File: src/rtl/result_packer.sv
// rtl/result_packer.sv - gathers five CNN result bytes into one 256-bit stream word
//
// Ports:
//   clk, reset                    clock; asynchronous active-high reset
//   s_axis_tvalid/tready/tdata    per-channel result byte inputs (one slot per channel)
//   flush                         one-cycle pulse, emits a partially filled word
//   m_axis_tvalid/tready/tdata    packed word output
//   m_axis_tlast                  last word of a PACKET_LEN packet, or a flushed word
//   frame_cnt                     words emitted since reset
//   busy                          any slot occupied or a word pending
//
// Optional feature: define RESULT_TIMESTAMP_EN to place a capture timestamp in [127:96].

module result_packer #(
    parameter int PACKET_LEN = 4,
    parameter int N_CH       = 5
) (
    input  logic             clk,
    input  logic             reset,
    input  logic [N_CH-1:0]  s_axis_tvalid,
    output logic [N_CH-1:0]  s_axis_tready,
    input  logic [7:0]       s_axis_tdata [N_CH],
    input  logic             flush,
    output logic             m_axis_tvalid,
    input  logic             m_axis_tready,
    output logic [255:0]     m_axis_tdata,
    output logic             m_axis_tlast,
    output logic [31:0]      frame_cnt,
    output logic             busy
);

    localparam logic [N_CH-1:0] LP_ALL  = '1;
    localparam logic [15:0]     LP_LAST = 16'(PACKET_LEN - 1);

    typedef enum logic {COLLECT = 1'b0, SEND = 1'b1} state_t;

    // Reset asserts immediately, releases two clocks after the input drops.
    logic [1:0] r_rst_sync;
    logic       w_rst;

    always_ff @(posedge clk or posedge reset) begin
        if (reset) r_rst_sync <= 2'b11;
        else       r_rst_sync <= {r_rst_sync[0], 1'b0};
    end

    assign w_rst = r_rst_sync[1];

    state_t          r_state, w_state_next;
    logic [7:0]      r_slot [N_CH];
    logic [N_CH-1:0] r_fill;
    logic            r_flushed;
    logic [15:0]     r_beat;
    logic [31:0]     r_frame_cnt;
    logic [31:0]     w_ts;

    logic [N_CH-1:0] w_cap;
    logic [N_CH-1:0] w_fill_next;
    logic            w_flush_take;
    logic            w_send_hs;

    assign w_cap        = s_axis_tvalid & s_axis_tready;
    assign w_fill_next  = r_fill | w_cap;
    // A flush only counts when something is already captured; if the same
    // cycle completes the mask the word goes out as a normal full word.
    assign w_flush_take = (r_state == COLLECT) && flush && (r_fill != '0);
    assign w_send_hs    = (r_state == SEND) && m_axis_tready;

    // State register
    always_ff @(posedge clk or posedge w_rst) begin
        if (w_rst) r_state <= COLLECT;
        else       r_state <= w_state_next;
    end

    // Next-state logic
    always_comb begin
        w_state_next = r_state;
        case (r_state)
            COLLECT: if (w_fill_next == LP_ALL || w_flush_take) w_state_next = SEND;
            SEND:    if (m_axis_tready)                         w_state_next = COLLECT;
            default: w_state_next = COLLECT;
        endcase
    end

    // Output logic; inputs are held off while the internal reset is still
    // releasing so no byte is accepted that the slots cannot store.
    always_comb begin
        s_axis_tready = '0;
        if (reset)
            s_axis_tready = LP_ALL;
        else if (!w_rst && r_state == COLLECT)
            s_axis_tready = ~r_fill;
        m_axis_tvalid = (r_state == SEND);
        m_axis_tlast  = (r_state == SEND) && ((r_beat == LP_LAST) || r_flushed);
        busy          = (r_fill != '0) || (r_state == SEND);
    end

    // Slots, fill mask, beat and frame counters
    always_ff @(posedge clk or posedge w_rst) begin
        if (w_rst) begin
            for (int i = 0; i < N_CH; i++) r_slot[i] <= 8'h00;
            r_fill      <= '0;
            r_flushed   <= 1'b0;
            r_beat      <= 16'h0;
            r_frame_cnt <= 32'h0;
        end else if (r_state == COLLECT) begin
            for (int i = 0; i < N_CH; i++)
                if (w_cap[i]) r_slot[i] <= s_axis_tdata[i];
            r_fill <= w_fill_next;
            if (w_flush_take && w_fill_next != LP_ALL) r_flushed <= 1'b1;
        end else if (w_send_hs) begin
            for (int i = 0; i < N_CH; i++) r_slot[i] <= 8'h00;
            r_fill      <= '0;
            r_flushed   <= 1'b0;
            r_frame_cnt <= r_frame_cnt + 32'd1;
            // A flushed word closes its packet, so the next one starts fresh.
            if (r_flushed || r_beat == LP_LAST) r_beat <= 16'h0;
            else                                r_beat <= r_beat + 16'd1;
        end
    end

`ifdef RESULT_TIMESTAMP_EN
    logic [31:0] r_ts_cnt;
    logic [31:0] r_ts;

    always_ff @(posedge clk or posedge w_rst) begin
        if (w_rst) begin
            r_ts_cnt <= 32'h0;
            r_ts     <= 32'h0;
        end else begin
            r_ts_cnt <= r_ts_cnt + 32'd1;
            // First byte of a new word marks its timestamp.
            if (r_state == COLLECT && r_fill == '0 && w_cap != '0)
                r_ts <= r_ts_cnt;
        end
    end

    assign w_ts = r_ts;
`else
    assign w_ts = 32'h0;
`endif

    assign m_axis_tdata = {128'h0, w_ts, r_frame_cnt, 18'h0, r_flushed, r_fill,
                           r_slot[4], r_slot[3], r_slot[2], r_slot[1], r_slot[0]};
    assign frame_cnt    = r_frame_cnt;

endmodule

File: config.mk
export PLATFORM = sky130hd
export DESIGN_NAME = result_packer
export DESIGN_NICKNAME = d
export VERILOG_FILES = /design/src/rtl/result_packer.sv
export SDC_FILE = /design/constraint.sdc
export NUM_CORES = 1
export LEC_CHECK = 0
export CAP_MARGIN = 20
export CORE_AREA = 2 2 132 134
export CTS_CLUSTER_DIAMETER = 50
export DETAILED_ROUTE_END_ITERATION = 10
export DIE_AREA = 0 0 134 136
export PLACE_DENSITY_LB_ADDON = 0.25
export SYNTH_ARGS = -nofsm -noshare
export SYNTH_HDL_FRONTEND = slang
export SYNTH_SLANG_ARGS = --single-unit
File: constraint.sdc
create_clock -name clk -period 2.9 [get_ports clk]
set_input_delay 0.58 -clock clk [delete_from_list [all_inputs] [get_ports clk]]
set_output_delay 0.58 -clock clk [all_outputs]
set_load 0.01 [all_outputs]
==> key figures <==
Outcome
  • Status: finished, final reports clean

Die
  • Die Span Y: 136 um
  • Core box area: 0.0169 sq mm
  • Initial core utilization: 34.5%
  • Die area: 0.0182 sq mm
  • I/O pin count: 345
  • Die Wd: 134 um
  • Rows: 48

Power
  • Overall Power: 4970 uW
  • Leakage: 0.00333 uW
  • Pwr Density: 689 mW/mm^2
  • Maximum vdd ir drop: 0.000339 V

Timing
  • Fin. Hold Viols: 0
  • Max Slew Vio Count: 0
  • Tcrit/Tclk final: 93.5%
  • Minimum clock period: 2710 ps
  • Worst-margin pin slew: 659 ps
  • F_max: 0.369 GHz
  • Sum Neg Setup Slack: 0 ps
  • WHS: 360 ps
  • Setup Skew: 8.85 ps
  • RSZ-0062 raised after global routing: false
  • Final setup viols: 0
  • Max-slew headroom: 56.0%

Drt
  • TritonRoute pass-1 iters: 4
  • DRC: 0
  • DR vias: 4138
  • Wire per inst: 12.4 um
  • Starting DRT DRC Count: 159
  • Routed Antenna Nets: 0
  • Vias/cell: 4.05
  • Final wirelength: 12.7 mm

GRT
  • Vias in the first global route: 3667
  • Global-route wire length before repair: 19.5 mm
  • Initial antenna violation count: 0
  • Global Route Usage Sum: 13.9%
  • Largest net degree at the start of global routing: 68
  • Gr ovfl total: 0

Clock tree
  • CTS tree: done
  • Reg clk slew, reported paths: 60 ps
  • Root Buffer: clkbuf_16
  • # Post-CTS Setup Buffers: 0
  • # hold bufs at CTS: 0
  • H-tree Lvls: 3
  • CTS sink cnt: 97
  • CTS Buffer Depth: 2
  • Clk_lat worst skew: 340 ps
  • CTS Buf Count: 9

Critical path
  • Critical Path Start Type: flop
  • Reg2reg end: frame_cnt[31]
  • CP arrival: 2130 ps
  • Reg2reg setup slack: 1100 ps
  • Slowest cell on crit path: clkdlybuf4s50_1
  • Critical Path RT: 2320 ps
  • CP endpoint kind: primary output
  • Reg-to-reg startpoint: frame_cnt[10]
  • Crit-path cells: nor4_1, a41oi_2, nor2b_1, clkdlybuf4s50_1
  • CP peak stage delay: 550 ps
  • R2R depth: 5
  • CP Class: reg -> out
  • Max FO, Critical Path: 5

Place
  • # port buffers: 166
  • Placed insts: 1006
  • Final HPWL from detailed placement: 9.59 mm
  • Routability cong.: 0.768
  • Placed inst area: 0.00691 sq mm

Finish
  • Design Area, Final: 0.00721 sq mm
  • Non-Filler Instances: 1021
  • Layout cells sized above 1: 4.90%
  • Synthesis-to-layout area growth: 23.9%
  • Final nets: 843
  • Most common cell after layout, fill and taps aside: conb_1
  • Ant diodes: 0
  • Most frequent cells in the layout: 179 x conb_1, 166 x clkdlybuf4s50_1, 106 x nand2_1

Hold path
  • Worst hold stages: 0
  • Min-delay src: r_rst_sync[0]
  • Worst hold endpoint: r_rst_sync[1]
  • Hold Crit Class: reg -> reg

Synthesis
  • Ys flop type: dfrtp_1
  • Post-Synthesis Cells: 650
  • Synth Cell Area: 0.00582 sq mm
  • Synth warnings: 0
  • EDFF count, synth: 0
  • Unique masters post-synth: 36
  • Sequential area share after synthesis: 41.8%
  • Synth Register Bits: 97
  • Async SR Flop Fraction: 100%
  • Syn Area/Cell: 8.95 sq um

Flow run
  • Max-cap viol count: 0
## synth_stat cells (2+ instances only)
master	number	area share (%)
clkbuf_1	14	0.90
nor4_1	3	0.32
xnor2_1	28	4.2
ha_1	2	0.43
dfstp_2	2	0.90
and2_1	4	0.43
nor3b_2	2	0.43
and4_1	7	1.1
o21ai_0	50	4.3
buf_4	211	27
and3_1	9	0.97
dfrtp_1	95	41
nand3_1	12	1.0
inv_1	3	0.19
nor3b_1	3	0.39
nand2_1	107	6.9
nand4_1	13	1.4
xor2_1	14	2.1
nor3_1	3	0.26
a21oi_1	8	0.69
nor2_1	44	2.8
a21o_1	2	0.26
## sequential cells by signal (all words and copies together), names as in the netlist
name           cells
m_axis_tvalid      1
r_rst_sync         2
frame_cnt         32
r_fill             5
m_axis_tdata      40
r_beat            16
r_flushed          1
## worst max-delay path by stage
stage                     from               end  cells after the start
floorplan            r_fill[2]              busy                      2
global placement         reset  s_axis_tready[1]                      4
detailed placement   r_beat[0]      m_axis_tlast                      5
CTS                  r_beat[0]      m_axis_tlast                      5
global route        r_beat[11]      m_axis_tlast                      4
finish              r_beat[12]      m_axis_tlast                      4
## kinds of logic after synthesis
| family | share of synthesized area (%) |
|---|---|
| DFF | 41.8 |
| xor gates and xnor gates | 6.32 |
| and+or+nand+nor | 17.3 |
| adders and majority gates | 0.430 |
| AOI/OAI and AO/OA | 5.66 |
| other | 0.0645 |
| buffers and inverters | 28.5 |
## final cells by class
class                           instances  area (sq um)
Tap cell                              225           282
Clock inverter                          2          12.5
Sequential cell                        97          2430
Timing Repair Buffer                  180          1780
Clock buffer                           13           270
Inverter                                3          15.0
Fill cell                            1729          9670
Multi-Input combinational cell        501          2420
## through the flow
stage	setup WS, ps	utilization, %
after floorplan	1000	-
after CTS	96.1	42.6
after detailed placement	485	41.0
after global routing	20.0	42.7
final	188	42.7
after global placement	506	41.0
## where the power goes
| group | switching [uW] | leakage [uW] | total, uW | internal (uW) |
|---|---|---|---|---|
| logic | 912 | 0.00189 | 1840 | 928 |
| clock network | 499 | 0.000138 | 1150 | 647 |
| registers | 308 | 0.00130 | 1980 | 1670 |
## critical path, delay by kind of cell (launching register included)
family | cells | cell delay [ps]
buffers and inverters | 1 | 550
AOI/OAI and AO/OA | 1 | 250
and+or+nand+nor | 2 | 590
DFF | 1 | 410
## routing by layer
layer / part of all wire (%) / global-route usage (%)
met2: 48 / 23.1
met5: 0 / 0
met3: 9.2 / 4.21
met4: 1.3 / 4.79
met1: 41 / 17.1
## timing repair
action / CTS / global route
gates resized for setup: 0 / 2
endpoints found under the hold margin: 0 / 0
endpoints found under the setup margin: 0 / 1
Power figures use the tool's default switching activity.
